`src/rtl/core_pkg.sv`:
```
// Shared core definitions: register address width, x0 address and
// hazard controller state encoding.
package core_pkg;

   localparam int REG_AW = 5;
   localparam logic [REG_AW-1:0] X0_ADDR = '0;

   typedef enum logic [1:0] {
      IDLE       = 2'd0,
      LOAD_STALL = 2'd1,
      FLUSH      = 2'd2
   } hazard_state_t;

endpackage

```
`src/rtl/hazard_detection_unit_sat_counter.sv`:
```
// Saturating event counter with synchronous clear (clear beats increment).
module hazard_sat_counter #(
   parameter int W = 16
) (
   input  logic         clk,
   input  logic         reset,
   input  logic         inc,
   input  logic         clr,
   output logic [W-1:0] count
);

   logic [W-1:0] count_q;
   logic [W-1:0] count_d;

   always_comb begin
      count_d = count_q;
      if (clr) begin
         count_d = '0;
      end else if (inc && (count_q != '1)) begin
         count_d = count_q + W'(1);
      end
   end

   always_ff @(posedge clk or negedge reset) begin
      if (!reset) begin
         count_q <= '0;
      end else begin
         count_q <= count_d;
      end
   end

   assign count = count_q;

endmodule

```
`src/rtl/hazard_detection_unit.sv`:
```
// ID-stage hazard controller: load-use stalls, redirect flushes and
// data-memory freezes, with saturating stall/flush perf counters.
module hazard_detection_unit #(
   parameter int REG_AW            = core_pkg::REG_AW,
   parameter int LOAD_STALL_CYCLES = 1,
   parameter int FLUSH_CYCLES      = 1,
   parameter int CNT_W             = 16
) (
   input  logic              clk,
   input  logic              reset,
   input  logic [REG_AW-1:0] ifid_rs1_i,
   input  logic [REG_AW-1:0] ifid_rs2_i,
   input  logic              ifid_uses_rs1_i,
   input  logic              ifid_uses_rs2_i,
   input  logic              idex_mem_read_i,
   input  logic [REG_AW-1:0] idex_rd_i,
   input  logic              redirect_i,
   input  logic              mem_busy_i,
   input  logic              clear_cnt_i,
   output logic              pc_write_o,
   output logic              ifid_write_o,
   output logic              idex_write_o,
   output logic              ctrl_bubble_o,
   output logic              ifid_flush_o,
   output logic [CNT_W-1:0]  stall_cnt_o,
   output logic [CNT_W-1:0]  flush_cnt_o
);

   import core_pkg::*;

   localparam logic [3:0] LS_INIT = 4'(LOAD_STALL_CYCLES - 1);
   localparam logic [3:0] FL_INIT = 4'(FLUSH_CYCLES - 1);

   hazard_state_t state_q, state_d;
   logic [3:0]    cnt_q, cnt_d;

   logic hazard;
   logic pc_w, ifid_w, idex_w, bubble, flush;
   logic stall_act;
   logic stall_inc, flush_inc, cnt_clr;

   assign hazard = idex_mem_read_i
                 & (idex_rd_i != REG_AW'(X0_ADDR))
                 & ((ifid_uses_rs1_i & (ifid_rs1_i == idex_rd_i))
                  | (ifid_uses_rs2_i & (ifid_rs2_i == idex_rd_i)));

   always_comb begin
      state_d   = state_q;
      cnt_d     = cnt_q;
      pc_w      = 1'b1;
      ifid_w    = 1'b1;
      idex_w    = 1'b1;
      bubble    = 1'b0;
      flush     = 1'b0;
      stall_act = 1'b0;
      if (mem_busy_i) begin
         pc_w   = 1'b0;
         ifid_w = 1'b0;
         idex_w = 1'b0;
      end else if (redirect_i) begin
         // A redirect overrides any pending stall and restarts the flush.
         bubble = 1'b1;
         flush  = 1'b1;
         if (FLUSH_CYCLES > 1) begin
            state_d = FLUSH;
            cnt_d   = FL_INIT;
         end else begin
            state_d = IDLE;
            cnt_d   = '0;
         end
      end else begin
         unique case (state_q)
            LOAD_STALL: begin
               stall_act = 1'b1;
               cnt_d     = cnt_q - 4'd1;
               if (cnt_q == 4'd1) state_d = IDLE;
            end
            FLUSH: begin
               bubble = 1'b1;
               flush  = 1'b1;
               cnt_d  = cnt_q - 4'd1;
               if (cnt_q == 4'd1) state_d = IDLE;
            end
            default: begin
               if (hazard) begin
                  stall_act = 1'b1;
                  if (LOAD_STALL_CYCLES > 1) begin
                     state_d = LOAD_STALL;
                     cnt_d   = LS_INIT;
                  end
               end
            end
         endcase
         if (stall_act) begin
            pc_w   = 1'b0;
            ifid_w = 1'b0;
            bubble = 1'b1;
         end
      end
   end

   always_ff @(posedge clk or negedge reset) begin
      if (!reset) begin
         state_q <= IDLE;
         cnt_q   <= '0;
      end else begin
         state_q <= state_d;
         cnt_q   <= cnt_d;
      end
   end

   assign pc_write_o    = !reset | pc_w;
   assign ifid_write_o  = !reset | ifid_w;
   assign idex_write_o  = !reset | idex_w;
   assign ctrl_bubble_o = reset & bubble;
   assign ifid_flush_o  = reset & flush;

   // Counters freeze with the pipeline while memory is busy.
   assign stall_inc = stall_act & ~mem_busy_i;
   assign flush_inc = flush & ~mem_busy_i;
   assign cnt_clr   = clear_cnt_i & ~mem_busy_i;

   hazard_sat_counter #(.W(CNT_W)) u_stall_cnt (
      .clk   (clk),
      .reset (reset),
      .inc   (stall_inc),
      .clr   (cnt_clr),
      .count (stall_cnt_o)
   );

   hazard_sat_counter #(.W(CNT_W)) u_flush_cnt (
      .clk   (clk),
      .reset (reset),
      .inc   (flush_inc),
      .clr   (cnt_clr),
      .count (flush_cnt_o)
   );

endmodule

```
`config.mk`:
```
export PLATFORM = sky130hd
export DESIGN_NAME = hazard_detection_unit
export DESIGN_NICKNAME = d
export VERILOG_FILES = /design/src/rtl/core_pkg.sv /design/src/rtl/hazard_detection_unit_sat_counter.sv /design/src/rtl/hazard_detection_unit.sv
export SDC_FILE = /design/constraint.sdc
export NUM_CORES = 1
export LEC_CHECK = 0
export ABC_CLOCK_PERIOD_IN_PS = 4100
export CAP_MARGIN = 5
export CORE_ASPECT_RATIO = 1.5
export CORE_MARGIN = 2
export CORE_UTILIZATION = 51
export DETAILED_ROUTE_END_ITERATION = 8
export MAX_ROUTING_LAYER = met4
export PLACE_DENSITY = 0.83
export SYNTH_ARGS = -nofsm -noshare
export SYNTH_HDL_FRONTEND = slang
export SYNTH_HIERARCHICAL = 1
export SYNTH_SLANG_ARGS = --single-unit
```
`constraint.sdc`:
```
create_clock -name clk -period 4.1 [get_ports clk]
set_input_delay 0.41 -clock clk [delete_from_list [all_inputs] [get_ports clk]]
set_output_delay 0.41 -clock clk [all_outputs]
set_load 0.01 [all_outputs]
```
==> qor.txt, run 1 <==
Die W: 56.2 µm
CTS tree: built
Largest net degree at the start of global routing: 41
Met3 Use GR: 0.0405
Die height: 82.3 µm
DP Worst Slack: 0.649 ns
DRT Wirelength: 5.25 mm
RR Startpoint: u_stall_cnt/count[0]
Via density: 6.26
Layout Cells excl Fill: 325
GRT Max-Usage Layer: met2
Highest Clock Rate: 0.310 GHz
Die ar.: 4630 µm²
Synth top area cells: dfrtp_1 (38%), a21oi_1 (5.3%), o31ai_1 (5.0%), mux2_1 (4.3%), or4_1 (4.0%)
Drt first-iter violations: 67
Worst reg2reg setup slack: 1.80 ns
Slowest CP cell: or4_2
P&R area growth vs syn: 35.1%
VDD IR max: 248 µV
Yosys top cell by area: dfrtp_1
Synthesized area: 2080 µm²
Htree depth: 2
Post-synth ARST share: 1.00
RSZ-0062 raised after global routing: false
N_diodes: 0
Netlist cell types: 37
Met1 usage: 0.280
Placed Instances: 317
GPL Wtd Cong: 0.843
Worst path cell trace: clkdlybuf4s50_1 -> xor2_1 -> nor4_2 -> a32oi_1 -> nor4_1 -> inv_1 -> or4_2 -> a21oi_1
Filler instances: 302
Cell area after layout: 2820 µm²
Clock slew at reported path FFs: 0.07 ns
Port Buf Inserts: 59
Most instantiated library cell after synthesis: dfrtp_1
Drt wl/cell: 16.2 µm
Synth cell count leaders: dfrtp_1 (32), a21oi_1 (22), o31ai_1 (14)
Slew @ Worst Pin: 0.903 ns
Post-route setup TNS: 0 ns
Worst r2r dst: u_stall_cnt/count[15]
Placed Area: 2690 µm²
Worst slew margin: 0.394
Count of state elements after synthesis: 32
Number of enable flip-flop cells after synthesis: 0
Worst EP required: 4.30 ns
Crit start category: primary input
Final Slew Violations: 0
CTS max path bufs: 2
Io pins: 60
Syn Inst Count: 222
Worst stage delay on the critical path: 0.73 ns
Setup violators final: 0
Min Tclk post-route: 3.22 ns
Initial Util: 0.531
Register area: 801 µm²
Sink Count: 32
Final hold vios: 0
Leak: 0.00110 µW
Crit path kind: in -> reg
FF-to-FF path depth: 5
GRT Residual Overflow: 0
Post-DRT Antenna Nets: 0
Avg Inst Size Synth: 9.39 µm²
Worst Skew: 0.00658 ns
# rows: 28
Hold-fix buffers, CTS: 0
Total CTS buffers: 5
Buf/Inv on CP: 2
Vias: 2,034
Yosys top cell area share: 0.384
Layout cell share with drive strength beyond 1: 0.107
Maxcap violations: 0
Post-CTS sizing: 0
Sequential area share after synthesis: 0.384
Delay-heaviest family, CP: simple AND/OR/NAND/NOR gates
Setup crit end kind: flop
Clock insertion delay at the later pin of the skew report: 0.28 ns
HP Class: in -> async
Drt pass-1 iters: 4
Vias in the first global route: 1,892
Final worst-path cycle share: 0.787
Setup repair bufs after CTS: 0
M2 GR Usage: 0.426
DRC violations left: 0
Yosys warns: 6
Pwr per Cell Area: 262 nW/µm²
Syn_nets: 247
Fin nets: 304
Root Driver: clkbuf_8
WHS: 0.560 ns
Initial antenna violation count: 0
CP max FO: 22
Synth Flop Type: dfrtp_1
Gr usage total: 0.242
First-pass GRT wire length: 8.72 mm
Final worst slack: 0.875 ns
Status: complete, no violations
Post-DP HPWL: 3.63 mm
Multi-input gate area in the final layout: 1200 µm²
Core area: 3920 µm²
Critical Path AT: 3.43 ns
==> worst register-to-register path, cell delays in order, from the launching register on <==
cell     delay [ns]
dfrtp_1        0.42
ha_1           0.27
nand4_2        0.16
nor4_4         0.84
nor4_1         0.16
mux2_1         0.34
==> layout by cell type (no fill, tap or decap), types with 2 or more instances in the layout <==
cell / n
clkdlybuf4s50_1: 59
dfrtp_1: 32
a21oi_1: 22
o31ai_1: 14
nand2_1: 13
nand4_1: 12
or4_1: 11
nor4_1: 10
nor2b_1: 9
xor2_1: 8
nor2_1: 8
mux2_1: 8
inv_1: 7
clkbuf_8: 7
nand3_1: 6
o21ai_1: 6
or3_1: 5
or4_2: 4
and4_2: 4
and3_1: 4
o21ai_0: 3
xnor2_1: 2
buf_4: 2
nand4_2: 2
nor4_4: 2
nand3b_1: 2
o211ai_2: 2
or3_2: 2
nor3_1: 2
a211oi_2: 2
ha_1: 2
==> cells by family after synthesis <==
group / synth area share
AND/OR/NAND/NOR: 0.315
AO/OA/AOI/OAI: 0.162
flip-flops: 0.384
buffers and inverters: 0.0414
XOR/XNOR: 0.0420
multiplexers: 0.0432
adder cells (fa/ha/maj): 0.0120
==> registers in the layout, indices dropped and copies added, names as in the netlist <==
register and flops:
u_flush_cnt/count 16, u_stall_cnt/count 16
==> final cells by class <==
cell class	count	share of cell area
Timing Repair Buffer	61	0.215
Inverter	7	0.00933
Sequential cell	32	0.284
Clock buffer	7	0.0342
Clock inverter	1	0.0107
Multi-Input combinational cell	172	0.426
Tap cell	45	0.0200
==> how the worst max path moves through the flow <==
stage                 start              endpoint  cells after the start
3_3_place_gp   idex_rd_i[3]  u_stall_cnt/count[3]                      8
6_report       idex_rd_i[3]  u_stall_cnt/count[3]                      8
4_1_cts        idex_rd_i[3]  u_stall_cnt/count[3]                      8
3_5_place_dp   idex_rd_i[3]  u_stall_cnt/count[3]                      8
2_1_floorplan  idex_rd_i[3]  u_stall_cnt/count[3]                      8
5_1_grt        idex_rd_i[3]  u_stall_cnt/count[3]                      8
==> metrics by stage <==
stage                     total power [µW]   util
after global placement                 408  0.685
after floorplan                        361      -
after detailed placement               410  0.685
after global routing                   761  0.717
final                                  737  0.717
after CTS                              743  0.717
==> per-layer routing <==
layer  part of all wire  wire [µm]
met1               0.42       2190
met2               0.52       2750
met3              0.040        209
met4              0.020        104
met5                  0          0
==> power by group <==
part           total (µW)  internal [µW]  switching (µW)  leakage [µW]
clock                 334            214             119     0.0000645
sequential            324            319            4.90      0.000446
combinational        79.9           41.2            38.7      0.000590
Note: power is estimated with default switching activity, not from simulation.
==> inputs of run 2 (changes only) <==
ABC_CLOCK_PERIOD_IN_PS = 3100   (was 4100)
CORE_UTILIZATION = 48   (was 51)
PLACE_DENSITY = 0.79   (was 0.83)
clock period = 3.1 ns   (was 4.1 ns; I/O delays follow)
==> qor.txt, run 2 (same netlist as run 1, synthesis figures left out) <==
Status: complete, no violations
Crit start category: primary input
GPL Wtd Cong: 0.825 (-2.2%)
Pwr per Cell Area: 343 nW/µm² (+31%)
Initial antenna violation count: 0 (unchanged)
Hold-fix buffers, CTS: 0 (unchanged)
Via density: 6.13 (-2.1%)
DRT Wirelength: 5.36 mm (+2.1%)
CP max FO: 15 (-32%)
Worst r2r dst: u_flush_cnt/count[13]
GRT Residual Overflow: 0 (unchanged)
Post-route setup TNS: 0 ns (unchanged)
Vias in the first global route: 1,984 (+4.9%)
Clock slew at reported path FFs: 0.07 ns (about the same)
Commonest cells after routing, fill and taps aside: clkdlybuf4s50_1 (59), dfrtp_1 (32), a21oi_1 (22), o31ai_1 (14), nand2_1 (13)
N_diodes: 0 (unchanged)
Final worst slack: 0.354 ns (-0.521 ns)
RSZ-0062 raised after global routing: false
CP Launch Point: idex_rd_i[3]
DP Worst Slack: 0.0786 ns (-0.570 ns)
Worst slew margin: 0.586 (+0.193)
Largest net degree at the start of global routing: 37 (-9.8%)
HP Class: in -> async
CP endpoint: u_stall_cnt/count[14]
Setup violators final: 0 (unchanged)
Vias: 2,022 (-0.59%)
Seq pwr share: 0.437 (-0.002)
Post-DRT Antenna Nets: 0 (unchanged)
Worst reg2reg setup slack: 1.02 ns (-0.78 ns)
Min Tclk post-route: 2.75 ns
Drt wl/cell: 16.2 µm (+0.57%)
# rows: 29 (+3.6%)
Worst Skew: 0.00458 ns (-0.00201 ns)
FF-to-FF path depth: 5 (unchanged)
Layout cell share with drive strength beyond 1: 0.120 (+0.0126)
Drt pass-1 iters: 4 (unchanged)
CTS tree: built
Final worst-path cycle share: 0.886
Post-CTS sizing: 0 (unchanged)
Final Slew Violations: 0 (unchanged)
Core area: 4210 µm² (+7.3%)
Sw frac: 0.223 (+0.00146)
Root Driver: clkbuf_8
Worst EP required: 3.31 ns (-0.99 ns)
Crit path kind: in -> reg
Leak: 0.00112 µW (+1.9%)
First-pass GRT wire length: 9.08 mm (+4.1%)
Die ar.: 4900 µm² (+5.9%)
Io pins: 60 (unchanged)
Cell area after layout: 2850 µm² (+1.1%)
Critical Path AT: 2.96 ns (-0.47 ns)
Htree depth: 2 (unchanged)
Port Buf Inserts: 59 (unchanged)
Die height: 84.7 µm (+2.9%)
DRC violations left: 0 (unchanged)
P&R area growth vs syn: 36.6%
Maxcap violations: 0 (unchanged)
Highest Clock Rate: 0.364 GHz
Total CTS buffers: 5 (unchanged)
Setup crit end kind: flop
Commonest non-fill, non-tap cell in the layout: clkdlybuf4s50_1
Drt first-iter violations: 53 (-21%)
Slew @ Worst Pin: 0.616 ns (-0.287 ns)
Fin nets: 308 (+1.3%)
VDD IR max: 338 µV (+36%)
Final hold vios: 0 (unchanged)
Post-DP HPWL: 3.79 mm (+4.5%)
Setup repair bufs after CTS: 0 (unchanged)
CTS max path bufs: 2 (unchanged)
RR Startpoint: u_flush_cnt/count[0]
Placed Area: 2720 µm² (+1.2%)
Clk pwr share: 0.454 (about the same)
Initial Util: 0.495 (-0.0360)
Logic pwr share: 0.108 (about the same)
Gr usage total: 0.240 (-0.00152)
Sink Count: 32 (unchanged)
Psw: 218 µW (+33%)
Die W: 57.8 µm (+2.9%)
Clock insertion delay at the later pin of the skew report: 0.29 ns (about the same)
Filler instances: 348 (+15%)
Internal power: 760 µW (+32%)
## run 2: cell count changes in the layout (fill, tap and decap cells not counted), sizes merged
cell and delta:
buf +4
## run 2: power by group through the flow
stage | logic [µW] | clock network [µW] | registers [µW]
global route | 117 | 474 | 428
floorplan | 40.3 | 0 | 437
CTS | 108 | 455 | 427
global placement | 105 | 0 | 435
finish | 106 | 444 | 428
detailed placement | 107 | 0 | 436
## run 2: worst min-delay path by stage
stage,from,slack (ns),to
2_1_floorplan,reset,0.01,u_flush_cnt/count[0]
3_3_place_gp,u_flush_cnt/count[10],0.57,u_flush_cnt/count[10]
3_5_place_dp,u_stall_cnt/count[14],0.59,u_stall_cnt/count[14]
4_1_cts,reset,0.52,u_flush_cnt/count[14]
5_1_grt,reset,0.54,u_flush_cnt/count[12]
6_report,reset,0.51,u_flush_cnt/count[6]
## run 2: final cells by class
cell class | instances | area [µm²] | area share
clock buffers | 7 | 96.3 | 0.0338
clock inverters | 1 | 30.0 | 0.0105
inverters | 7 | 26.3 | 0.00923
multi-input cells | 172 | 1200 | 0.422
flip-flops and latches | 32 | 801 | 0.281
well taps | 46 | 57.6 | 0.0202
repair buffers | 65 | 636 | 0.223
## run 2: stage by stage
step	util	instances	hold slack [ns]	power (µW)
finish	0.676	330	0.513	977
floorplan	-	222	0.0144	477
global placement	0.646	322	0.571	541
detailed placement	0.646	322	0.588	543
global route	0.676	330	0.544	1020
CTS	0.676	330	0.524	990
## run 2: metal layers
layer | wire length [µm] | global-route usage | vias to the layer above
met2 | 2870 | 0.400 | 56
met4 | 84 | 0.0909 | 0
met3 | 204 | 0.0493 | 9
met1 | 2200 | 0.279 | 980
li1 | - | - | 977
met5 | 0 | - | -
## run 2: worst max-delay path: stages
cell	delay, ns
clkdlybuf4s50_1	0.47
xor2_1	0.20
nor4_2	0.27
a32oi_1	0.18
nor4_1	0.35
inv_1	0.29
buf_4	0.24
or4_1	0.50
a21oi_1	0.16
==> inputs of run 3 (changes only) <==
PLACE_DENSITY = 0.83   (was 0.79)
==> qor.txt, run 3 (same netlist as run 1, synthesis figures left out) <==
DRT Wirelength: 5.33 mm (-0.60%)
Total CTS buffers: 5 (unchanged)
Post-CTS sizing: 0 (unchanged)
Worst Skew: 0.0121 ns (+0.00752 ns)
Final hold vios: 0 (unchanged)
CTS max path bufs: 2 (unchanged)
Drt wl/cell: 16.1 µm (-0.90%)
Crit path kind: in -> reg
CTS tree: built
DRC violations left: 0 (unchanged)
# rows: 29 (unchanged)
Cell area after layout: 2840 µm² (-0.26%)
Clock insertion delay at the later pin of the skew report: 0.30 ns (about the same)
Commonest cells after routing, fill and taps aside: clkdlybuf4s50_1 (59), dfrtp_1 (32), a21oi_1 (22), o31ai_1 (14), nand2_1 (13)
Placed Area: 2730 µm² (+0.28%)
Fin nets: 309 (+0.32%)
Status: complete, no violations
Initial Util: 0.495 (unchanged)
Vias in the first global route: 1,948 (-1.8%)
Worst slew margin: 0.616 (+0.0297)
Hold-fix buffers, CTS: 0 (unchanged)
Root Driver: clkbuf_8
HP Class: in -> async
Clock slew at reported path FFs: 0.08 ns (about the same)
Setup violators final: 0 (unchanged)
Gr usage total: 0.249 (+0.00908)
Maxcap violations: 0 (unchanged)
Post-route setup TNS: 0 ns (unchanged)
Initial antenna violation count: 0 (unchanged)
Slew @ Worst Pin: 0.575 ns (-0.0405 ns)
CP max FO: 12 (-3)
Layout cell share with drive strength beyond 1: 0.123 (+0.00309)
Port Buf Inserts: 59 (unchanged)
Pwr per Cell Area: 331 nW/µm² (-3.7%)
Setup crit end kind: flop
Setup repair bufs after CTS: 0 (unchanged)
VDD IR max: 399 µV (+18%)
Largest net degree at the start of global routing: 41 (+11%)
Die height: 84.7 µm (unchanged)
First-pass GRT wire length: 9.35 mm (+3.0%)
Drt pass-1 iters: 4 (unchanged)
Vias: 2,032 (+0.49%)
RSZ-0062 raised after global routing: false
Critical Path AT: 2.99 ns (+0.03 ns)
Core area: 4210 µm² (unchanged)
Post-DP HPWL: 3.76 mm (-0.81%)
N_diodes: 0 (unchanged)
Final worst-path cycle share: 0.893 (+0.00676)
Crit start category: primary input
Drt first-iter violations: 61 (+15%)
Sink Count: 32 (unchanged)
Io pins: 60 (unchanged)
Via density: 6.14 (+0.19%)
Filler instances: 357 (+2.6%)
Htree depth: 2 (unchanged)
Highest Clock Rate: 0.361 GHz (-0.76%)
Min Tclk post-route: 2.77 ns (+0.0209 ns)
P&R area growth vs syn: 36.2%
GRT Residual Overflow: 0 (unchanged)
GPL Wtd Cong: 0.867 (+5.1%)
Die W: 57.8 µm (unchanged)
Leak: 0.00111 µW (-0.55%)
Post-DRT Antenna Nets: 0 (unchanged)
Worst EP required: 3.32 ns (about the same)
Final Slew Violations: 0 (unchanged)
Commonest non-fill, non-tap cell in the layout: clkdlybuf4s50_1
Die ar.: 4900 µm² (unchanged)
## run 3: critical path, cell delays in order
cell,delay [ns]
clkdlybuf4s50_1,0.46
xor2_1,0.19
nor4_2,0.28
a32oi_1,0.17
nor4_1,0.40
inv_1,0.29
buf_4,0.23
or4_1,0.49
a21oi_1,0.15
## run 3: metrics by stage
stage | worst slack [ns] | util | hold slack, ns | std cells | total power [µW]
2_1_floorplan | 0.641 | - | 0.0144 | 222 | 477
3_3_place_gp | 0.191 | 0.648 | 0.571 | 323 | 540
3_5_place_dp | 0.0173 | 0.648 | 0.587 | 323 | 542
4_1_cts | 0.339 | 0.674 | 0.465 | 331 | 947
5_1_grt | 0.0637 | 0.674 | 0.507 | 331 | 979
6_report | 0.333 | 0.674 | 0.450 | 331 | 939
## run 3: worst paths after layout
check | from | end | slack, ns | depth (start not counted)
min in group clk | u_flush_cnt/count[10] | u_flush_cnt/count[10] | 0.60 | 2
setup / recovery | idex_rd_i[3] | u_stall_cnt/count[14] | 0.33 | 9
max in group asynchronous | reset | u_stall_cnt/count[1] | 2.34 | 2
hold reg to reg | u_flush_cnt/count[10] | u_flush_cnt/count[10] | 0.60 | 2
setup reg to reg | u_flush_cnt/count[0] | u_flush_cnt/count[13] | 1.13 | 6
hold / removal | reset | u_flush_cnt/count[14] | 0.45 | 2
## run 3: layout make-up
| type | instances | area, µm² | share of cell area |
|---|---|---|---|
| inverter | 7 | 26.3 | 0.00926 |
| clock buffer | 5 | 68.8 | 0.0242 |
| multi-input combinational | 172 | 1200 | 0.423 |
| timing repair buffer | 66 | 643 | 0.227 |
| sequential | 32 | 801 | 0.282 |
| tap | 46 | 57.6 | 0.0203 |
| clock inverter | 3 | 42.5 | 0.0150 |
## run 3: power by group
| group | leakage, µW | switching (µW) | internal, µW |
|---|---|---|---|
| combinational | 0.000614 | 50.3 | 54.9 |
| clock | 0.0000541 | 167 | 238 |
| sequential | 0.000446 | 7.16 | 421 |
| total | 0.00111 | 225 | 714 |
## run 3: metal layers
layer / share of wire / vias up / global-route usage
li1: - / 980 / -
met1: 0.42 / 979 / 0.313
met2: 0.52 / 62 / 0.394
met3: 0.046 / 11 / 0.0508
met4: 0.019 / 0 / 0.0909
met5: 0 / - / -
